$ cat src/rtl/fetch_stage.sv
// Instruction fetch stage with PC, imem handshake, one-entry hold buffer and IF/ID register.
// Zero-wait memory: a request in cycle N lands in IF/ID at the closing edge; a stalled fetch parks in the hold buffer.
module fetch_stage #(
   parameter int                 PC_W     = 16,
   parameter int                 INSTR_W  = 16,
   parameter logic [PC_W-1:0]    RESET_PC = '0,
   parameter logic [INSTR_W-1:0] NOP      = '0
) (
   input  logic               clk,
   input  logic               rst_n,
   input  logic               stall_f,
   input  logic               redirect,
   input  logic [PC_W-1:0]    redirect_pc,
   output logic               imem_req,
   output logic [PC_W-1:0]    imem_addr,
   input  logic [INSTR_W-1:0] imem_rdata,
   input  logic               imem_ready,
   output logic [INSTR_W-1:0] instr_d,
   output logic [PC_W-1:0]    pc_d,
   output logic [PC_W-1:0]    pc_plus1_d,
   output logic               valid_d,
   output logic               fetch_busy
);

   typedef enum logic [1:0] {S_IDLE, S_FETCH, S_DISCARD} state_t;

   state_t             r_state, w_state_nxt;
   logic [PC_W-1:0]    r_pc_f, w_pc_f_nxt;
   logic [PC_W-1:0]    r_pend_pc, w_pend_pc_nxt;
   logic               r_hold_vld, w_hold_vld_nxt;
   logic [INSTR_W-1:0] r_hold_instr, w_hold_instr_nxt;
   logic [PC_W-1:0]    r_hold_pc, w_hold_pc_nxt;
   logic [INSTR_W-1:0] r_instr_d, w_instr_d_nxt;
   logic [PC_W-1:0]    r_pc_d, w_pc_d_nxt;
   logic [PC_W-1:0]    r_pc_plus1_d, w_pc_plus1_d_nxt;
   logic               r_valid_d, w_valid_d_nxt;

   logic               w_req;
   logic               w_acc;
   logic [PC_W-1:0]    w_pc_inc;
   logic [PC_W-1:0]    w_hold_inc;

   // No request while a word is parked, so the held word never gets overwritten.
   assign w_req      = ((r_state == S_FETCH) & ~r_hold_vld) | (r_state == S_DISCARD);
   assign w_acc      = w_req & imem_ready;
   assign w_pc_inc   = r_pc_f + PC_W'(1);
   assign w_hold_inc = r_hold_pc + PC_W'(1);

   assign imem_req   = w_req;
   assign imem_addr  = r_pc_f;
   assign fetch_busy = w_req & ~imem_ready;
   assign instr_d    = r_instr_d;
   assign pc_d       = r_pc_d;
   assign pc_plus1_d = r_pc_plus1_d;
   assign valid_d    = r_valid_d;

   always_ff @(posedge clk or negedge rst_n) begin
      if (!rst_n) r_state <= S_IDLE;
      else        r_state <= w_state_nxt;
   end

   always_comb begin
      w_state_nxt      = r_state;
      w_pc_f_nxt       = r_pc_f;
      w_pend_pc_nxt    = r_pend_pc;
      w_hold_vld_nxt   = r_hold_vld;
      w_hold_instr_nxt = r_hold_instr;
      w_hold_pc_nxt    = r_hold_pc;
      w_instr_d_nxt    = r_instr_d;
      w_pc_d_nxt       = r_pc_d;
      w_pc_plus1_d_nxt = r_pc_plus1_d;
      w_valid_d_nxt    = r_valid_d;
      case (r_state)
         S_IDLE: begin
            w_state_nxt   = S_FETCH;
            w_instr_d_nxt = NOP;
            w_valid_d_nxt = 1'b0;
         end
         S_FETCH: begin
            if (redirect) begin
               w_hold_vld_nxt = 1'b0;
               w_instr_d_nxt  = NOP;
               w_valid_d_nxt  = 1'b0;
               // An access still in flight must finish at its old address first.
               if (w_acc | ~w_req) begin
                  w_pc_f_nxt = redirect_pc;
               end else begin
                  w_pend_pc_nxt = redirect_pc;
                  w_state_nxt   = S_DISCARD;
               end
            end else if (stall_f) begin
               if (w_acc) begin
                  w_hold_vld_nxt   = 1'b1;
                  w_hold_instr_nxt = imem_rdata;
                  w_hold_pc_nxt    = r_pc_f;
                  w_pc_f_nxt       = w_pc_inc;
               end
            end else if (r_hold_vld) begin
               w_hold_vld_nxt   = 1'b0;
               w_instr_d_nxt    = r_hold_instr;
               w_pc_d_nxt       = r_hold_pc;
               w_pc_plus1_d_nxt = w_hold_inc;
               w_valid_d_nxt    = 1'b1;
            end else if (w_acc) begin
               w_instr_d_nxt    = imem_rdata;
               w_pc_d_nxt       = r_pc_f;
               w_pc_plus1_d_nxt = w_pc_inc;
               w_valid_d_nxt    = 1'b1;
               w_pc_f_nxt       = w_pc_inc;
            end else begin
               w_instr_d_nxt = NOP;
               w_valid_d_nxt = 1'b0;
            end
         end
         S_DISCARD: begin
            w_instr_d_nxt = NOP;
            w_valid_d_nxt = 1'b0;
            if (redirect) w_pend_pc_nxt = redirect_pc;
            if (imem_ready) begin
               w_pc_f_nxt  = redirect ? redirect_pc : r_pend_pc;
               w_state_nxt = S_FETCH;
            end
         end
         default: w_state_nxt = S_IDLE;
      endcase
   end

   always_ff @(posedge clk or negedge rst_n) begin
      if (!rst_n) begin
         r_pc_f       <= RESET_PC;
         r_pend_pc    <= '0;
         r_hold_vld   <= 1'b0;
         r_hold_instr <= '0;
         r_hold_pc    <= '0;
         r_instr_d    <= NOP;
         r_pc_d       <= '0;
         r_pc_plus1_d <= '0;
         r_valid_d    <= 1'b0;
      end else begin
         r_pc_f       <= w_pc_f_nxt;
         r_pend_pc    <= w_pend_pc_nxt;
         r_hold_vld   <= w_hold_vld_nxt;
         r_hold_instr <= w_hold_instr_nxt;
         r_hold_pc    <= w_hold_pc_nxt;
         r_instr_d    <= w_instr_d_nxt;
         r_pc_d       <= w_pc_d_nxt;
         r_pc_plus1_d <= w_pc_plus1_d_nxt;
         r_valid_d    <= w_valid_d_nxt;
      end
   end

endmodule

$ cat config.mk
export PLATFORM = sky130hd
export DESIGN_NAME = fetch_stage
export DESIGN_NICKNAME = d
export VERILOG_FILES = /design/src/rtl/fetch_stage.sv
export SDC_FILE = /design/constraint.sdc
export NUM_CORES = 1
export LEC_CHECK = 0
export ABC_AREA = 1
export CORE_UTILIZATION = 50
export CTS_CLUSTER_SIZE = 30
export DETAILED_ROUTE_END_ITERATION = 16
export PLACE_DENSITY_LB_ADDON = 0.15
export SLEW_MARGIN = 20
export SYNTH_ARGS = -nofsm -noshare
export SYNTH_HDL_FRONTEND = slang
export SYNTH_SLANG_ARGS = --single-unit
$ cat constraint.sdc
create_clock -name clk -period 2.8 [get_ports clk]
set_input_delay 0.56 -clock clk [delete_from_list [all_inputs] [get_ports clk]]
set_output_delay 0.56 -clock clk [all_outputs]
set_load 0.05 [all_outputs]
# --- Word level (Yosys, flattened, before mapping) ---
# Cells that the tools add are included.
word_totals:
  regBits: 116
  word_cells: 75
  out_inout_bits: 67
  in_bits: 37
classes:
  n_mux: 32
  addsub: 2
  n_reduce_logical: 12
  n_eq_ne: 9
  n_bitwise: 10
ops:
  columns: ["operator", "count"]
  rows:
  - ["2-to-1 mux 16 bit", 17]
  - ["one-hot mux 16 bit (2 select lines)", 3]
  - ["adder 16 x 1 -> 16 bit, second input constant", 2]
  - ["AND reduction 4 bit", 3]
  - ["2-to-1 mux 1 bit", 7]
  - ["2-to-1 mux 2 bit", 3]
  - ["inequality test 2 bit, second input constant", 3]
  - ["one-hot mux 2 bit (3 select lines)", 1]
  - ["AND reduction 3 bit", 2]
  - ["nonzero test 2 bit", 3]
  - ["inverter 1 bit", 5]
  - ["inequality test 4 bit, second input constant", 1]
  - ["AND reduction 2 bit", 2]
  - ["AND 1 bit", 3]
  - ["inequality test 3 x 1 -> 1 bit, second input constant", 1]
  - ["inequality test 3 x 2 -> 1 bit, second input constant", 1]
  - ["inequality test 3 bit, second input constant", 1]
  - ["== test 2 x 1 -> 1 bit, second input constant", 1]
  - ["== test 2 bit, second input constant", 1]
  - ["logical NOT 2 bit", 1]
  - ["OR 1 bit", 2]
  - ["one-hot mux 1 bit (2 select lines)", 1]
  - ["OR reduction 2 bit", 1]

# --- Logic depth before layout (Yosys ltp) ---
# Gate-level depths: netlist of the first run.
depth:
  ltp_word: 9
  mapped_depth: 12
  depth_no_buf: 11

# --- Worst setup path after synthesis of the first run ---
# OpenSTA, ideal clock, no wires.
synth_timing:
  path_kind: "register to output"
  startpoint: "reg r_state[1]"
  endpoint: "out fetch_busy"
  required_ps: 2240
  n_path_buf: 0
  stages_incl_launch_ff: 7
  slack_ps: 728
  arrival_time_ps: 1512
  path_cell_list: "dfrtp_1 > inv_1 > ha_1 > nand2_1 > nand2_2 > nand2_1 > inv_1"
synth_via:
  elab_chain_len: 4
  word_cells_on_any_way: 5
  classes_between: "eq/ne: 2; bitwise: 3"
synth_rtl:
  columns: ["element", "line", "text"]
  rows:
  - ["start, declared", "27", "state_t r_state, w_state_nxt;"]
  - ["start signal, assigned", "59", "else r_state <= w_state_nxt;"]
  - ["== test 2 x 1 -> 1 bit", "44", "assign w_req = ((r_state == S_FETCH) & ~r_hold_vld) | (r_state == S_DISCARD);"]
  - ["AND 1 bit", "44", null]
  - ["OR 1 bit (*)", "44", null]
  - ["via imem_req", "14", "output logic imem_req,"]
  - ["AND 1 bit (*)", "51", "assign fetch_busy = w_req & ~imem_ready;"]
  - ["end, declared", "22", "output logic fetch_busy"]
# Mark *: on every way through the listed nets, which the timed path passes. The rest lies on a longest branch.

# --- Worst setup path in the final report of the first run ---
layout_timing:
  startpoint: "reg r_state[1]"
  endpoint: "out fetch_busy"
layout_via:
  elab_chain_len: 4
  word_cells_on_any_way: 5
  classes_between: "eq/ne: 2; bitwise: 3"
layout_rtl:
  columns: ["element", "line"]
  rows:
  - ["== test 2 x 1 -> 1 bit", "44"]
  - ["AND 1 bit", "44"]
  - ["OR 1 bit (*)", "44"]
  - ["AND 1 bit (*)", "51"]
# Mark *: on every way between the ends. The rest lies on a longest branch, timed or not.

==> results of run 1 <==
==> metal layers <==
| layer | routed length, µm | vias up | GRT usage [%] |
|---|---|---|---|
| met5 | 0 | - | 0 |
| met1 | 7570 | 2637 | 39.3 |
| met3 | 934 | 17 | 6.05 |
| met2 | 7320 | 199 | 42.6 |
| li1 | - | 2813 | - |
| met4 | 224 | 0 | 9.69 |
==> registers in the layout (all words and copies together), names as in the netlist <==
signal        flops
pc_d             16
instr_d          16
r_hold_instr     16
imem_addr        16
r_state           2
r_hold_vld        1
valid_d           1
r_pend_pc        16
r_hold_pc        16
pc_plus1_d       16
==> where the power goes <==
| part | total, mW | leakage (nW) | internal [mW] | switching (mW) |
|---|---|---|---|---|
| logic | 5.40 | 2.07 | 1.76 | 3.64 |
| registers | 3.08 | 1.41 | 2.42 | 0.658 |
| clock network | 2.12 | 0.286 | 1.41 | 0.703 |
==> cell usage in the layout (no fill, tap or decap), drive strengths merged <==
cell	Yosys	final
inv	93	93
nand3	63	63
o211ai	3	3
o21a	1	1
and2	1	1
clkinv	0	2
clkbuf	11	26
a21oi	24	24
clkdlybuf4s50	0	100
nor3b	1	1
buf	25	16
a31oi	16	16
dfrtp	116	116
a2bb2oi	2	2
bufinv	0	2
xnor2	4	4
nand3b	2	2
ha	6	6
nand4	8	8
o22ai	1	1
nor2	88	88
nand2	246	246
o21ai	87	87
a21boi	10	10
xor2	9	9
==> per-stage QoR <==
stage / std cells / hold slack (ns) / total power [mW] / instance area [µm²]
finish: 1070 / 0.134 / 10.6 / 7850
global route: 1070 / 0.182 / 11.3 / 7850
CTS: 1070 / 0.150 / 10.6 / 7850
detailed placement: 1040 / 0.467 / 8.46 / 7270
global placement: 1040 / 0.455 / 8.32 / 7270
floorplan: 817 / 0.264 / 6.69 / 6110
==> final cells by class <==
cell class | instances | area, µm²
Fill cell | 1006 | 3820
Sequential cell | 116 | 2900
Multi-Input combinational cell | 572 | 2660
Timing Repair Buffer | 116 | 1170
Clock buffer | 26 | 509
Inverter | 93 | 352
Tap cell | 143 | 179
Clock inverter | 4 | 70.1
==> path summary, 6_finish.rpt <==
check                                         start  cells after the start                         to  slack (ns)
min in group clk           r_pend_pc[1]$_DFFE_PN0P_                      2   r_pend_pc[1]$_DFFE_PN0P_        0.47
setup reg to reg             r_state[1]$_DFFE_PN0P_                     11  r_pend_pc[15]$_DFFE_PN0P_        0.57
setup / recovery             r_state[1]$_DFFE_PN0P_                      7                 fetch_busy        0.38
hold reg to reg            r_pend_pc[1]$_DFFE_PN0P_                      2   r_pend_pc[1]$_DFFE_PN0P_        0.47
max in group asynchronous                     rst_n                      2     instr_d[4]$_DFFE_PN0P_        1.92
hold / removal                                rst_n                      1    instr_d[12]$_DFFE_PN0P_        0.13
==> cells by family (layout without fill, tap and decap cells) <==
kind of cell    Yosys count  count (layout)
compound gates          144             144
xor+xnor                 13              13
fa+ha+maj                 6               6
buf+inv                 129             239
flops                   116             116
simple gates            409             409
==> flow_summary.ini, run 1 <==
[drt]
dr.pass1.iters = 5
num_vias = 5666
viasPerCell = 5.30
antenna_left = 0
drcViolationCount = 0
wl_um = 16000
drt_iter0_drc = 505
wl_per_cell_um = 15.0

[power]
max-vdd-ir-drop_uv = 741
p_per_area_nw_per_um2 = 1350
power_leakage_nw = 3.77

[setup_path]
critPathKind = register to output port
required_ns = 2.24
crit_path_start_kind = register
slowest_delay_ns = 0.37
critical_path_arrival_ns = 1.86
critPathSlowestCell = dfrtp_1
end_kind = output port
crit_fanout = 7
path_cells = inv_1 > ha_1 > nand2_1 > nand2_2 > nand2_1 > inv_1 > buf_12
worst-path-buf-inv = 3
cp_top_family = flip-flops

[sta]
final_hold_viol_count = 0
period_share_pct = 86.4
tightest_slew_ns = 0.675
rsz0062_at_grt = false
setup_tns_ns = 0
fmax_mhz = 414
setup_viol = 0
relSlewSlack_pct = 55.0
skew_ns = 0.00786
final_max_slew_viol_count = 0
fin_ws_ns = 0.382
min_period_ns = 2.42

[placed_design]
io_buffers = 103
place.gp.congestion = 0.849
dp_hpwl_um = 11600
dp_slack_ns = 0.310

[final_layout]
antenna_cells = 0
final_util_pct = 67.3
syn2layout_area_growth_pct = 28.5
drive_above_1_share_pct = 5.83
layout.nets = 959

[die]
top_level_ports = 104
initial_core_util_pct = 52.4
dieHeight_um = 113
die_area_um2 = 12700
die_x_um = 113
num_rows = 39
core_um2 = 11700

[run_status]
status = completed

[grt]
grt_use_total_pct = 27.9
overflow = 0
antenna_found_initial = 0
grt_max_degree = 68
grt_pass1_wl_um = 27400
grt_pass1_vias = 5496

[yosys]
synth_nets = 860
ys_async_sr_fraction_pct = 100
synth_area_leaders = dfrtp_1 48%, nand2_1 15%, inv_1 5.4%, nor2_1 5.3%, nand3_1 5.2%
synth_area_um2 = 6110
ys_seq_area_share_pct = 47.5
synth.most_common_cell = nand2_1
ys_warn_count = 0
synth_top_cell_area_share_pct = 47.5
avgSynthCellArea_um2 = 7.48
synth_simple_gate_area_share_pct = 27.3
synthXorXnorAreaFrac_pct = 1.86
synth_edf_count = 0
yosys-top-cells-count = 242 x nand2_1, 116 x dfrtp_1, 88 x inv_1
synth_top_flop_cell = dfrtp_1
synthDistinctLibCells = 33
synth_largest_area_cell = dfrtp_1
synth.area.mux_share_pct = 0
synthCells = 817
synth_top_family_by_area = simple AND/OR/NAND/NOR gates
ys_seq_elements = 116
synth_adder_area_share_pct = 1.23
synth_compound_area_share_pct = 13.2

[clock_tree]
cts-root-buf = clkbuf_16
path_clk_slew_ns = 0.05
clk_latency_ns = 0.42
clk_path_buf_depth = 2
cts_inserted_buffers = 17
h-tree-depth = 4
tritoncts = yes
cts_setup_buffers = 0
cts_hold_buf = 0
post_cts_resized = 0
cts_sinks = 116

[job]
cap_violations = 0

[worst_hold_path]
hold_path_class = primary input to async pin
Power figures use the tool's default switching activity.
==> inputs of run 2 (changes only) <==
SETUP_SLACK_MARGIN = 0.05   (was unset)
==> results of run 2 <==
Same layout as run 1: the final DEF is identical, and so are final timing and power.
==> inputs of run 3 (changes only) <==
CORE_UTILIZATION = 45   (was 50)
==> run 3 against run 2 <==
Hold slack improved by 0.013 ns. Worst setup slack got worse by 0.021 ns. Clock skew decreased by 0.0026 ns. Wire length down 1.3%. Final cell count increased by 3.5%. Critical path depth did not move. Die area rose by 11%. Clock power increased by 8%. Global-route usage is 3.8 points lower. Clock-buffer cell count shrank 7. Sequential share of layout area decreased by 0.52 points. Final area is 1.4% higher. Highest routed layer unchanged.
==> flow_summary.ini, run 3 (synthesized netlist as in run 1, its figures left out) <==
[clock_tree]
path_clk_slew_ns = 0.05
clk_path_buf_depth = 2
cts_setup_buffers = 0
cts_hold_buf = 0
post_cts_resized = 0
h-tree-depth = 4
cts-root-buf = clkbuf_16
cts_inserted_buffers = 17
clk_latency_ns = 0.41
cts_sinks = 116
tritoncts = yes

[placed_design]
dp.cells = 1075
dp_hpwl_um = 11700
place.gp.congestion = 0.880
dp_slack_ns = 0.450
io_buffers = 103
postPlaceCellArea_um2 = 7320

[setup_path]
crit_end = fetch_busy
crit_fanout = 7
r2r-end = r_pend_pc[2]$_DFFE_PN0P_
r2r_start = r_state[1]$_DFFE_PN0P_
critPathKind = register to output port
cp-startpoint = r_state[1]$_DFFE_PN0P_
ff2ff_setup_slack_ns = 0.56
reg2regPathDepth = 11
end_kind = output port
required_ns = 2.24
crit_path_start_kind = register
critical_path_arrival_ns = 1.88

[sta]
tightest_slew_ns = 0.616
min_period_ns = 2.44
relSlewSlack_pct = 58.8
hold_ws_ns = 0.147
setup_viol = 0
fmax_mhz = 410
setup_tns_ns = 0
rsz0062_at_grt = false
final_hold_viol_count = 0
skew_ns = 0.00524
final_max_slew_viol_count = 0
period_share_pct = 87.1
fin_ws_ns = 0.361

[final_layout]
final_common_cell = nand2_1
layout_common_cells = 242 x nand2_1, 116 x dfrtp_1, 100 x clkdlybuf4s50_1
final_util_pct = 60.1
syn2layout_area_growth_pct = 30.3
stdcell_count = 1107
layout.nets = 961
drive_above_1_share_pct = 6.66
antenna_cells = 0
post-route-cell-area_um2 = 7960

[grt]
top_usage_layer = met2
grt_max_degree = 49
grt_use_met2_pct = 36.3
grtUsageMet1_pct = 34.9
antenna_found_initial = 0
grt_pass1_vias = 5260
met3_usage_pct = 5.65
grt_pass1_wl_um = 26400
grt_use_total_pct = 24.0
overflow = 0

[die]
die_x_um = 118
num_rows = 42
top_level_ports = 104
dieHeight_um = 118
initial_core_util_pct = 46.1
die_area_um2 = 14000
core_um2 = 13200

[power]
max-vdd-ir-drop_uv = 605
p_total_mw = 10.8
power_leakage_nw = 3.79
p_per_area_nw_per_um2 = 1350

[drt]
dr.pass1.iters = 5
antenna_left = 0
wl_um = 15800
drt_iter0_drc = 404
drcViolationCount = 0
viasPerCell = 5.09
wl_per_cell_um = 14.3
num_vias = 5634

[run_status]
status = completed

[job]
cap_violations = 0

[worst_hold_path]
hold_path_class = primary input to async pin
==> run 3: cell count changes in the layout (fill, tap and decap cells not counted) <==
cell        change
buf_4           +2
bufinv_16       +2
clkbuf_1        -4
clkbuf_8        -3
clkinv_2        +1
clkinv_4        +1
clkinvlp_4      +5
==> run 3: cell type report <==
class | instances | area (µm²)
clock buffers | 19 | 453
clock inverters | 13 | 181
fillers | 1243 | 5290
inverters | 93 | 352
multi-input cells | 572 | 2660
flip-flops and latches | 116 | 2900
well taps | 176 | 220
repair buffers | 118 | 1190
==> run 3: worst min-delay path by stage <==
stage                                   end  slack, ns                startpoint
2_1_floorplan      imem_addr[0]$_DFFE_PN0P_       0.26                     rst_n
3_3_place_gp            pc_d[0]$_DFFE_PN0P_       0.45       pc_d[0]$_DFFE_PN0P_
3_5_place_dp       r_pend_pc[1]$_DFFE_PN0P_       0.46  r_pend_pc[1]$_DFFE_PN0P_
4_1_cts        r_hold_instr[12]$_DFFE_PN0P_       0.16                     rst_n
5_1_grt             instr_d[11]$_DFFE_PN0P_       0.18                     rst_n
6_report       r_hold_instr[12]$_DFFE_PN0P_       0.15                     rst_n
==> run 3: report_power, final <==
group / leakage, nW / internal [mW] / total (mW) / switching, mW
combinational: 2.08 / 1.77 / 5.40 / 3.63
sequential: 1.41 / 2.42 / 3.07 / 0.649
clock: 0.297 / 1.53 / 2.30 / 0.773
total: 3.79 / 5.72 / 10.8 / 5.05
==> run 3: critical path, cell delays in order, from the launching register on <==
cell	delay, ns
dfrtp_1	0.39
inv_1	0.13
ha_1	0.32
nand2_1	0.12
nand2_2	0.15
nand2_1	0.10
inv_1	0.11
buf_12	0.14
==> run 3: per-layer routing <==
| layer | share of wire (%) | routed length [µm] |
|---|---|---|
| met1 | 49 | 7840 |
| met2 | 45 | 7120 |
| met3 | 4.6 | 732 |
| met4 | 0.95 | 151 |
| met5 | 0 | 0 |
